===== config.mk =====
export PLATFORM = sky130hd
export DESIGN_NAME = min_receive_fsm
export DESIGN_NICKNAME = d
export VERILOG_FILES = /design/src/rtl/min_receive_fsm.sv
export SDC_FILE = /design/constraint.sdc
export NUM_CORES = 1
export LEC_CHECK = 0
export ABC_AREA = 1
export CORE_MARGIN = 2
export CORE_UTILIZATION = 53
export CTS_CLUSTER_SIZE = 16
export DETAILED_ROUTE_END_ITERATION = 8
export DONT_BUFFER_PORTS = 1
export PLACE_DENSITY = 0.72
export SYNTH_ARGS = -nofsm -noshare
export SYNTH_HDL_FRONTEND = slang
export SYNTH_SLANG_ARGS = --single-unit

===== constraint.sdc =====
create_clock -name i_clk -period 1.9 [get_ports i_clk]
set_input_delay 0.285 -clock i_clk [delete_from_list [all_inputs] [get_ports i_clk]]
set_output_delay 0.285 -clock i_clk [all_outputs]
set_load 0.1 [all_outputs]

===== src/rtl/min_receive_fsm.sv =====
// rtl/min_receive_fsm.sv - MIN receive-side frame decoder: header hunt, unstuffing, CRC-32 and EOF check.
module min_receive_fsm #(
  parameter int N_DATA_BYTE = 4
) (
  input  logic                     i_clk,
  input  logic                     i_rst,
  input  logic                     i_en,
  input  logic                     i_valid,
  input  logic [7:0]               i_data,
  output logic                     o_valid,
  output logic [7:0]               o_id,
  output logic [7:0]               o_len,
  output logic [8*N_DATA_BYTE-1:0] o_data,
  output logic                     o_crc_err,
  output logic                     o_frame_err,
  output logic                     o_busy
);

  localparam logic [7:0] LP_N = 8'(N_DATA_BYTE);

  typedef enum logic [2:0] {S_HUNT, S_ID, S_LEN, S_PAYLOAD, S_CRC, S_EOF} state_t;

  function automatic logic [31:0] f_crc_byte(input logic [31:0] crc, input logic [7:0] b);
    logic [31:0] c;
    c = crc ^ {24'd0, b};
    for (int k = 0; k < 8; k++) c = c[0] ? ((c >> 1) ^ 32'hEDB88320) : (c >> 1);
    return c;
  endfunction

  state_t                   r_state,     w_state_nxt;
  logic [1:0]               r_aa_cnt,    w_aa_cnt_nxt;
  logic [31:0]              r_crc,       w_crc_nxt;
  logic [31:0]              r_crc_rx,    w_crc_rx_nxt;
  logic [7:0]               r_id,        w_id_nxt;
  logic [7:0]               r_len,       w_len_nxt;
  logic [7:0]               r_cnt,       w_cnt_nxt;
  logic [8*N_DATA_BYTE-1:0] r_buf,       w_buf_nxt;
  logic                     r_valid,     w_valid_nxt;
  logic                     r_crc_err,   w_crc_err_nxt;
  logic                     r_frame_err, w_frame_err_nxt;
  logic [7:0]               r_o_id,      w_o_id_nxt;
  logic [7:0]               r_o_len,     w_o_len_nxt;
  logic [8*N_DATA_BYTE-1:0] r_o_data,    w_o_data_nxt;

  logic        w_acc, w_is_aa, w_header, w_stuff;
  logic [31:0] w_crc_upd;

  assign w_acc     = i_en && i_valid;
  assign w_is_aa   = (i_data == 8'hAA);
  assign w_header  = w_acc && w_is_aa && (r_aa_cnt == 2'd2);
  // EOF is excluded: its 0x55 is the terminator, never a stuff byte.
  assign w_stuff   = w_acc && (r_state != S_HUNT) && (r_state != S_EOF) &&
                     (i_data == 8'h55) && (r_aa_cnt == 2'd2);
  assign w_crc_upd = f_crc_byte(r_crc, i_data);

  always_comb begin
    w_state_nxt     = r_state;
    w_aa_cnt_nxt    = r_aa_cnt;
    w_crc_nxt       = r_crc;
    w_crc_rx_nxt    = r_crc_rx;
    w_id_nxt        = r_id;
    w_len_nxt       = r_len;
    w_cnt_nxt       = r_cnt;
    w_buf_nxt       = r_buf;
    w_valid_nxt     = 1'b0;
    w_crc_err_nxt   = 1'b0;
    w_frame_err_nxt = 1'b0;
    w_o_id_nxt      = r_o_id;
    w_o_len_nxt     = r_o_len;
    w_o_data_nxt    = r_o_data;
    if (w_acc) begin
      if (w_header)     w_aa_cnt_nxt = 2'd0;
      else if (w_is_aa) w_aa_cnt_nxt = (r_aa_cnt == 2'd2) ? 2'd2 : r_aa_cnt + 2'd1;
      else              w_aa_cnt_nxt = 2'd0;

      if (w_header) begin
        w_state_nxt = S_ID;
        w_crc_nxt   = 32'hFFFFFFFF;
        w_buf_nxt   = '0;
        w_cnt_nxt   = 8'd0;
      end else if (!w_stuff) begin
        unique case (r_state)
          S_HUNT: ;
          S_ID: begin
            w_id_nxt    = i_data;
            w_crc_nxt   = w_crc_upd;
            w_state_nxt = S_LEN;
          end
          S_LEN: begin
            w_len_nxt = i_data;
            w_crc_nxt = w_crc_upd;
            w_cnt_nxt = 8'd0;
            if (i_data > LP_N) begin
              w_frame_err_nxt = 1'b1;
              w_state_nxt     = S_HUNT;
            end else if (i_data == 8'd0) begin
              w_state_nxt = S_CRC;
            end else begin
              w_state_nxt = S_PAYLOAD;
            end
          end
          S_PAYLOAD: begin
            for (int i = 0; i < N_DATA_BYTE; i++)
              if (r_cnt == 8'(i)) w_buf_nxt[8*(N_DATA_BYTE-1-i) +: 8] = i_data;
            w_crc_nxt = w_crc_upd;
            if (r_cnt == r_len - 8'd1) begin
              w_cnt_nxt   = 8'd0;
              w_state_nxt = S_CRC;
            end else begin
              w_cnt_nxt = r_cnt + 8'd1;
            end
          end
          S_CRC: begin
            w_crc_rx_nxt = {r_crc_rx[23:0], i_data};
            if (r_cnt == 8'd3) begin
              w_cnt_nxt   = 8'd0;
              w_state_nxt = S_EOF;
            end else begin
              w_cnt_nxt = r_cnt + 8'd1;
            end
          end
          S_EOF: begin
            w_state_nxt = S_HUNT;
            if (i_data != 8'h55) begin
              w_frame_err_nxt = 1'b1;
            end else if (r_crc_rx != ~r_crc) begin
              w_crc_err_nxt = 1'b1;
            end else begin
              w_valid_nxt  = 1'b1;
              w_o_id_nxt   = r_id;
              w_o_len_nxt  = r_len;
              w_o_data_nxt = r_buf;
            end
          end
          default: w_state_nxt = S_HUNT;
        endcase
      end
    end
  end

  always_ff @(posedge i_clk) begin
    if (i_rst) begin
      r_state     <= S_HUNT;
      r_aa_cnt    <= 2'd0;
      r_crc       <= 32'hFFFFFFFF;
      r_crc_rx    <= 32'd0;
      r_id        <= 8'd0;
      r_len       <= 8'd0;
      r_cnt       <= 8'd0;
      r_buf       <= '0;
      r_valid     <= 1'b0;
      r_crc_err   <= 1'b0;
      r_frame_err <= 1'b0;
      r_o_id      <= 8'd0;
      r_o_len     <= 8'd0;
      r_o_data    <= '0;
    end else begin
      r_state     <= w_state_nxt;
      r_aa_cnt    <= w_aa_cnt_nxt;
      r_crc       <= w_crc_nxt;
      r_crc_rx    <= w_crc_rx_nxt;
      r_id        <= w_id_nxt;
      r_len       <= w_len_nxt;
      r_cnt       <= w_cnt_nxt;
      r_buf       <= w_buf_nxt;
      r_valid     <= w_valid_nxt;
      r_crc_err   <= w_crc_err_nxt;
      r_frame_err <= w_frame_err_nxt;
      r_o_id      <= w_o_id_nxt;
      r_o_len     <= w_o_len_nxt;
      r_o_data    <= w_o_data_nxt;
    end
  end

  assign o_valid     = r_valid;
  assign o_crc_err   = r_crc_err;
  assign o_frame_err = r_frame_err;
  assign o_id        = r_o_id;
  assign o_len       = r_o_len;
  assign o_data      = r_o_data;
  assign o_busy      = (r_state != S_HUNT);

endmodule

==> results of run 1 <==
-- flip-flops by register name, summed over array words and instances, names as in the netlist, 32 cells and up --
name and cells:
r_crc 32, o_data 32, r_buf 32, r_crc_rx 32
-- critical path: stages (launching register included) --
cell       delay [ns]
dfxtp_1          0.44
or2_2            0.16
nand4_1          0.10
nor4_2           0.34
nand4_1          0.12
buf_4            0.18
clkbuf_16        0.22
nor3_1           0.16
nor2_1           0.06
-- path summary, 6_finish.rpt --
kind	cells past startpoint	endpoint	start	slack (ns)
max	8	o_id[3]	r_crc[31]	-0.007
min	2	r_crc_rx[0]	i_data[0]	0.005
max reg2reg	8	o_id[3]	r_crc[31]	-0.007
min reg2reg	2	r_buf[22]	r_buf[22]	0.45
-- power breakdown --
| group | internal (mW) | switching, mW | total, mW |
|---|---|---|---|
| clock | 1.81 | 1.70 | 3.51 |
| combinational | 0.251 | 0.380 | 0.631 |
| sequential | 3.69 | 0.000787 | 3.69 |
-- layout make-up --
class	count	area, µm²	area share, %
multi-input combinational	864	5080	44.8
inverter	169	642	5.65
tap	220	275	2.42
timing repair buffer	135	1210	10.7
clock inverter	14	160	1.41
sequential	176	3540	31.2
clock buffer	18	439	3.87
-- synth_stat cells, types with 15 or more instances --
library cell	instances
nand2_1	235
dfxtp_1	176
inv_1	155
nor2_1	150
o21ai_0	108
a21oi_1	85
xor2_1	69
nor3_1	59
nand3_1	47
clkbuf_1	25
buf_2	21
xnor2_1	17
nand4_1	15
-- metal layers --
metal | up-vias | global-route usage (%) | share of wire (%)
met5 | - | 0 | 0
met4 | 0 | 9.34 | 2.9
met3 | 61 | 4.38 | 6.4
met2 | 321 | 44.6 | 49
met1 | 3915 | 34.1 | 42
li1 | 4204 | - | -
-- timing repair --
action / CTS / global route
cloned: 0 / 4
pin swaps: 2 / 22
setup endpoints to repair: 57 / 139
hold endpoints to repair: 32 / 0
hold buffers: 4 / 0
gates resized for setup: 5 / 144
setup buffers: 0 / 11
-- logic make-up (layout without fill, tap and decap cells) --
logic type / Yosys count / after routing
AO/OA/AOI/OAI: 222 / 222
XOR/XNOR: 93 / 93
adder cells (fa/ha/maj): 7 / 7
buffers and inverters: 229 / 336
flip-flops: 176 / 176
AND/OR/NAND/NOR: 542 / 542
-- layout by cell type (no fill, tap or decap), types with 17 or more instances in the layout --
cell       instances
o21ai_1           21
nand3_1           41
nor3_1            17
nor3_2            32
nand2_1          227
a21oi_1           80
buf_4            112
inv_1            152
o21ai_0           99
clkbuf_16         19
nor2_1           143
xor2_1            55
dfxtp_1          161
-- metrics by stage --
stage | cells | worst slack, ns | utilization (%)
after detailed placement | 1545 | -0.0954 | 60.0
after floorplan | 1269 | 0.0569 | -
after global routing | 1596 | -0.109 | 68.7
final | 1596 | -0.00745 | 68.7
after CTS | 1581 | 0.00485 | 64.1
after global placement | 1545 | -0.0456 | 60.0
==> metrics.csv, run 1 <==
metric,value,unit
largest family of logic cells by synthesized area,simple AND/OR/NAND/NOR gates,
Initial Util,54.1,%
CTS H-tree lvls,4,
Avg Inst Size Synth,7.05,µm²
Diodes inserted,0,
Cell variety after synth,41,
Post-synth EDFFs,0,
clock skew,0.0147,ns
YS warnings,0,
fin worst setup slack,-0.00745,ns
Cells after Synth,1269,
Final Total Pwr,7.82,mW
placed inst area,0.00992,mm²
row cnt,47,
share of cells above drive strength 1,23.1,%
Crit path required time,2.23,ns
first-pass GRT wire length,37900,µm
Final min period,1.91,ns
Worst Tran Pin Value,0.502,ns
Synth Area in Compound Gates,12.9,%
post-DP HPWL,16300,µm
run status,finished with violations,
Sink Count,176,
global route overflow,0,
FILL cells,1344,
sequential fraction of the synthesis area,39.4,%
period utilisation layout,100,%
Worst Hold Class,input pin to flip-flop,
max frequency,0.524,GHz
violated checks,negative setup slack,
Die X,134,µm
Worst setup EP type,flip-flop,
layout net count,1382,
die height,134,µm
clock buffer count from CTS,17,
number of global-route vias before repair,7672,
Synth Cell Area,0.00894,mm²
post-synthesis mux area share,0,%
drt first-iter violations,751,
maxcap violations,0,
PwrDens,689,mW/mm²
Synth area leader,dfxtp_1,
DRT Pass-1 Iters,5,
Port Buffers,0,
"Max FO, Critical Path",25,
antenna violations before repair,0,
WS Path Type,flip-flop to flip-flop,
All-Layer GR Usage,26.4,%
setup TNS,-0.0246,ns
clock latency at the later pin of the worst-skew pair,0.44,ns
Worst setup SP type,flip-flop,
Most used DFF post-synth,dfxtp_1,
worst hold slack,0.00467,ns
DIE AREA,0.0179,mm²
top cell type's share of synthesized area,39.4,%
DRT Wirelength,25200,µm
final max-slew violation count,0,
Synthesized Nets,1288,
ANT nets after route,0,
RSZ-0062 raised after global routing,true,
Slew Limit Headroom,66.3,%
XOR/XNOR share of the synthesized area,9.95,%
Vias/cell,5.33,
clock transition at the registers of the reported paths,0.08,ns
CTS tree,built,
post-synthesis register bit count,176,
Post-Synth Adder-Cell Area,0.979,%
static leakage,5.11,nW
Root Driver,clkbuf_16,
detailed-route wire length per cell,15.8,µm
fin area,0.0114,mm²
Synth async-reset ratio,0,%
CTS max path bufs,2,
synth top area cells,"dfxtp_1 (39%), nand2_1 (9.9%), xor2_1 (6.8%), inv_1 (6.5%), nor2_1 (6.3%)",
Setup-failing EPs final,7,
simple-gate area share of the yosys netlist,26.2,%
Top Ports,64,
worst endpoint data arrival time,2.24,ns
DRC violations left,0,
Core Region,0.0165,mm²
Worst VDD drop,0.667,mV
routability cong.,0.981,
largest net degree at the start of global routing,55,
DR vias,8501,
Syn-to-layout area delta,27.0,%
"Hold Violations, Final",0,
Power figures use the tool's default switching activity.
==> inputs of run 2 (changes only) <==
--- a/config.mk
+++ b/config.mk
@@ -6,12 +6,13 @@
 export NUM_CORES = 1
 export LEC_CHECK = 0
 export ABC_AREA = 1
+export ABC_CLOCK_PERIOD_IN_PS = 1900
 export CORE_MARGIN = 2
-export CORE_UTILIZATION = 53
+export CORE_UTILIZATION = 48
 export CTS_CLUSTER_SIZE = 16
 export DETAILED_ROUTE_END_ITERATION = 8
 export DONT_BUFFER_PORTS = 1
-export PLACE_DENSITY = 0.72
+export PLACE_DENSITY = 0.66
 export SYNTH_ARGS = -nofsm -noshare
 export SYNTH_HDL_FRONTEND = slang
 export SYNTH_SLANG_ARGS = --single-unit
==> metrics.csv, run 2 (same netlist as run 1, synthesis figures left out) <==
metric,value,unit
run status,"finished, final reports clean",
drt first-iter violations,690,
layout net count,1400,
maxcap violations,0,
detailed-route wire length per cell,15.8,µm
setup TNS,0,ns
largest net degree at the start of global routing,49,
Syn-to-layout area delta,30.0,%
DR vias,8461,
Core Region,0.0181,mm²
Root Driver,clkbuf_16,
Crit path required time,2.23,ns
DRC violations left,0,
Worst Tran Pin Value,0.741,ns
"Hold Violations, Final",0,
most frequent cells in the layout,"nand2_1 (223), inv_1 (150), dfxtp_1 (147), nor2_1 (145), buf_4 (129)",
clock skew,0.0161,ns
CTS max path bufs,2,
clock transition at the registers of the reported paths,0.08,ns
post-DP HPWL,16800,µm
row cnt,49,
routability cong.,0.881,
Worst setup SP type,flip-flop,
final max-slew violation count,0,
Initial Util,49.3,%
DRT Pass-1 Iters,5,
Worst Hold Class,input pin to flip-flop,
"most common cell after layout, fill and taps aside",nand2_1,
static leakage,5.20,nW
number of global-route vias before repair,7385,
clock latency at the later pin of the worst-skew pair,0.45,ns
DRT Wirelength,25700,µm
FILL cells,1580,
All-Layer GR Usage,24.2,%
max frequency,0.529,GHz
first-pass GRT wire length,38200,µm
Vias/cell,5.21,
Sink Count,176,
Port Buffers,0,
Top Ports,64,
RSZ-0062 raised after global routing,true,
Worst setup EP type,flip-flop,
die height,141,µm
share of cells above drive strength 1,25.4,%
PwrDens,686,mW/mm²
Worst VDD drop,0.641,mV
Die X,141,µm
ANT nets after route,0,
Final min period,1.89,ns
DIE AREA,0.0197,mm²
Final Total Pwr,7.98,mW
WS Path Type,flip-flop to flip-flop,
worst endpoint data arrival time,2.22,ns
Diodes inserted,0,
period utilisation layout,99.4,%
Slew Limit Headroom,50.2,%
CTS H-tree lvls,4,
antenna violations before repair,0,
global route overflow,0,
clock buffer count from CTS,17,
CTS tree,built,
"Max FO, Critical Path",6,
Setup-failing EPs final,0,
[run 2: changes by cell type in the layout (fill, tap and decap cells not counted), moves of 4 or more]
cell,previous run,this run
nor3_4,13,20
nor3_1,17,12
nand2_2,9,15
buf_4,112,129
o21ai_1,21,31
dfxtp_1,161,147
dfxtp_2,15,25
o21ai_0,99,88
a21oi_1,80,85
nand2_1,227,223
dfxtp_4,0,4
a21oi_2,5,0
[run 2: path summary, 6_finish.rpt]
path,from,endpoint,slack (ns),cells past startpoint
setup / recovery,r_crc_rx[6],o_data[29],0.01,8
hold / removal,i_data[5],r_id[5],0.03,2
setup reg to reg,r_crc_rx[6],o_data[29],0.01,8
hold reg to reg,r_buf[24],r_buf[24],0.45,2
[run 2: metal layers]
layer  track usage (%)  vias to the layer above  part of all wire, %
met5                 0                        -                    0
met4              7.16                        0                  1.3
met3              4.38                       27                  5.4
met2              40.0                      266                   48
met1              32.5                     3933                   45
li1                  -                     4235                    -
[run 2: critical path, stage by stage (launching register included)]
cell and delay [ns]:
dfxtp_1 0.41, xor2_2 0.19, nand2_1 0.09, nor4_2 0.25, nand4_1 0.23, buf_6 0.23, buf_4 0.15, nor3_2 0.15
nor2_1 0.07
[run 2: timing repair]
item | 4_1_cts | 5_1_grt
hold endpoints to repair | 32 | 0
gates resized for setup | 12 | 180
pin swaps | 1 | 23
setup endpoints to repair | 37 | 157
buffers inserted | 0 | 14
hold buffers | 5 | 0
gates cloned | 0 | 6
[run 2: report_power, final]
group          leakage, nW  switching, mW  internal, mW  total (mW)
registers             1.42       0.000791          3.68        3.68
clock network        0.302           1.84          1.82        3.65
logic                 3.48          0.378         0.265       0.643
[run 2: final cells by class]
class,instances,area (µm²),share of cell area [%]
Sequential cell,176,3570,30.7
Clock buffer,17,425,3.66
Multi-Input combinational cell,866,5160,44.4
Inverter,169,647,5.56
Clock inverter,15,204,1.75
Timing Repair Buffer,151,1330,11.4
Tap cell,229,287,2.46
[run 2: metrics by stage]
step | util (%) | hold WS, ns | area [µm²] | instances | worst slack [ns]
after global routing | 64.1 | 0.0143 | 11600 | 1623 | -0.0992
after CTS | 59.2 | 0.00133 | 10700 | 1603 | -0.00173
after detailed placement | 55.1 | 0.367 | 10000 | 1566 | -0.107
after floorplan | - | 0.424 | 8950 | 1269 | 0.0569
after global placement | 55.1 | 0.369 | 10000 | 1566 | -0.126
final | 64.1 | 0.0251 | 11600 | 1623 | 0.0110
==> inputs of run 3 (changes only) <==
--- a/config.mk
+++ b/config.mk
@@ -6,13 +6,13 @@
 export NUM_CORES = 1
 export LEC_CHECK = 0
 export ABC_AREA = 1
-export ABC_CLOCK_PERIOD_IN_PS = 1900
+export ABC_CLOCK_PERIOD_IN_PS = 2300
 export CORE_MARGIN = 2
-export CORE_UTILIZATION = 48
+export CORE_UTILIZATION = 25
 export CTS_CLUSTER_SIZE = 16
 export DETAILED_ROUTE_END_ITERATION = 8
 export DONT_BUFFER_PORTS = 1
-export PLACE_DENSITY = 0.66
+export PLACE_DENSITY = 0.39
 export SYNTH_ARGS = -nofsm -noshare
 export SYNTH_HDL_FRONTEND = slang
 export SYNTH_SLANG_ARGS = --single-unit
==> constraint.sdc (replaced) <==
create_clock -name i_clk -period 2.3 [get_ports i_clk]
set_input_delay 0.345 -clock i_clk [delete_from_list [all_inputs] [get_ports i_clk]]
set_output_delay 0.345 -clock i_clk [all_outputs]
set_load 0.1 [all_outputs]
==> metrics.csv, run 3 (same netlist as run 1, synthesis figures left out) <==
metric,value,unit
antenna violations before repair,0,
Critical path origin,r_crc[26],
share of cells above drive strength 1,12.4,%
DIE AREA,0.0373,mm²
Syn-to-layout area delta,16.8,%
Worst VDD drop,0.495,mV
Initial Util,25.3,%
DRT Wirelength,27500,µm
period utilisation layout,92.7,%
dpl cells,1746,
total setup buffers inserted after CTS,0,
Die X,193,µm
slowest CP cell,dfxtp_1,
DRC violations left,0,
layout net count,1326,
Vias/cell,4.32,
Core Region,0.0354,mm²
Worst setup EP type,flip-flop,
row cnt,69,
Sw Pwr,1.65,mW
Port Buffers,0,
"Max FO, Critical Path",50,
global route overflow,0,
CTS tree,built,
worst endpoint data arrival time,2.46,ns
CP max stage delay,0.46,ns
reg-to-reg setup timing slack,0.17,ns
sequential power share,48.0,%
first-pass GRT wire length,43700,µm
Worst Tran Pin Value,0.890,ns
largest net degree at the start of global routing,51,
Hold EP,r_crc[31],
maxcap violations,0,
drt first-iter violations,485,
Clock power frac,45.2,%
WS Path Type,flip-flop to flip-flop,
CTS H-tree lvls,4,
Worst Hold Class,input pin to flip-flop,
R2R cell count,7,
PwrDens,607,mW/mm²
Top Ports,64,
fin cells,1780,
routability cong.,0.808,
setup slack after placement,0.118,ns
Diodes inserted,0,
max frequency,0.469,GHz
sw frac,26.1,%
die height,193,µm
Pint,4.69,mW
post-DP HPWL,19000,µm
Crit path required time,2.63,ns
Setup-failing EPs final,0,
static leakage,4.62,nW
most frequent cells in the layout,"nand2_1 (233), dfxtp_1 (176), inv_1 (154), nor2_1 (149), o21ai_0 (108)",
All-Layer GR Usage,15.4,%
clock skew,0.0115,ns
Root Driver,clkbuf_16,
DRT Pass-1 Iters,4,
final max-slew violation count,0,
detailed-route wire length per cell,15.5,µm
RR Endpoint,o_len[6],
number of global-route vias before repair,7540,
Combinational Power Share,6.7,%
clock buffer count from CTS,17,
FILL cells,3905,
critical path cell sequence,"xor2_1, nand2_1, nor4_2, nand4_1, buf_12, nor3_1, nor2_1",
Slew Limit Headroom,40.4,%
"Hold Violations, Final",0,
hold path start,i_rst,
DR vias,7683,
r2r startpoint,r_crc[26],
CTS max path bufs,2,
worst hold path depth,2,
final core occ,29.5,%
run status,"finished, final reports clean",
clock transition at the registers of the reported paths,0.07,ns
ANT nets after route,0,
Worst setup SP type,flip-flop,
Final min period,2.13,ns
clock latency at the later pin of the worst-skew pair,0.44,ns
fin worst setup slack,0.167,ns
"most common cell after layout, fill and taps aside",nand2_1,
Sink Count,176,
run 3: cell count changes in the layout (fill, tap and decap cells not counted), sizes merged:
cell	delta
buf	-69
clkinvlp	+1
inv	-2
nand3	-2
clkinv	-3
dlygate4sd3	-1
clkbuf	+1
run 3: per-layer routing:
metal / up-vias / share of wire, % / global-route usage (%)
li1: 4099 / - / -
met1: 3468 / 48 / 20.6
met2: 101 / 48 / 25.7
met3: 15 / 3.5 / 2.95
met4: 0 / 1.0 / 3.41
met5: - / 0 / 0
run 3: through the flow:
stage / hold slack, ns / setup TNS (ns) / power, mW / instance area (µm²)
after global placement: 0.433 / 0 / 3.54 / 9830
after CTS: 0.00148 / 0 / 6.46 / 10400
after global routing: 0.0120 / -0.0729 / 6.62 / 10400
after detailed placement: 0.435 / 0 / 3.53 / 9830
final: 0.0300 / 0 / 6.34 / 10400
after floorplan: 0.424 / 0 / 3.45 / 8950
run 3: repair_timing:
| action | 4_1_cts | 5_1_grt |
|---|---|---|
| gates resized for setup | 0 | 9 |
| hold buffers | 2 | 1 |
| setup endpoints to repair | 0 | 49 |
| hold endpoints to repair | 12 | 1 |
run 3: critical path: cells and delay by family (launching register included):
| kind | cells | cell delay [ns] |
|---|---|---|
| xor+xnor | 1 | 0.25 |
| flops | 1 | 0.46 |
| buf+inv | 1 | 0.25 |
| simple gates | 5 | 1.00 |
run 3: final cells by class:
type | count | area [µm²] | area share [%]
clock inverters | 11 | 95.1 | 0.910
well taps | 461 | 577 | 5.52
clock buffers | 20 | 467 | 4.47
multi-input cells | 864 | 4500 | 43.1
repair buffers | 79 | 638 | 6.11
flip-flops and latches | 176 | 3520 | 33.7
inverters | 169 | 642 | 6.14
run 3: how the worst max path moves through the flow:
stage	end	cells past startpoint
after floorplan	r_id[6]	10
after global placement	r_cnt[1]	15
after detailed placement	r_cnt[2]	15
after CTS	r_cnt[2]	15
after global routing	o_id[4]	7
final	o_len[6]	7
run 3: power by group through the flow:
stage               Clock [mW]  Combinational [mW]  Sequential, mW
floorplan                    0               0.337            3.12
global placement             0               0.419            3.12
detailed placement           0               0.415            3.12
CTS                       2.98               0.429            3.04
global route              3.09               0.485            3.04
finish                    2.87               0.426            3.05
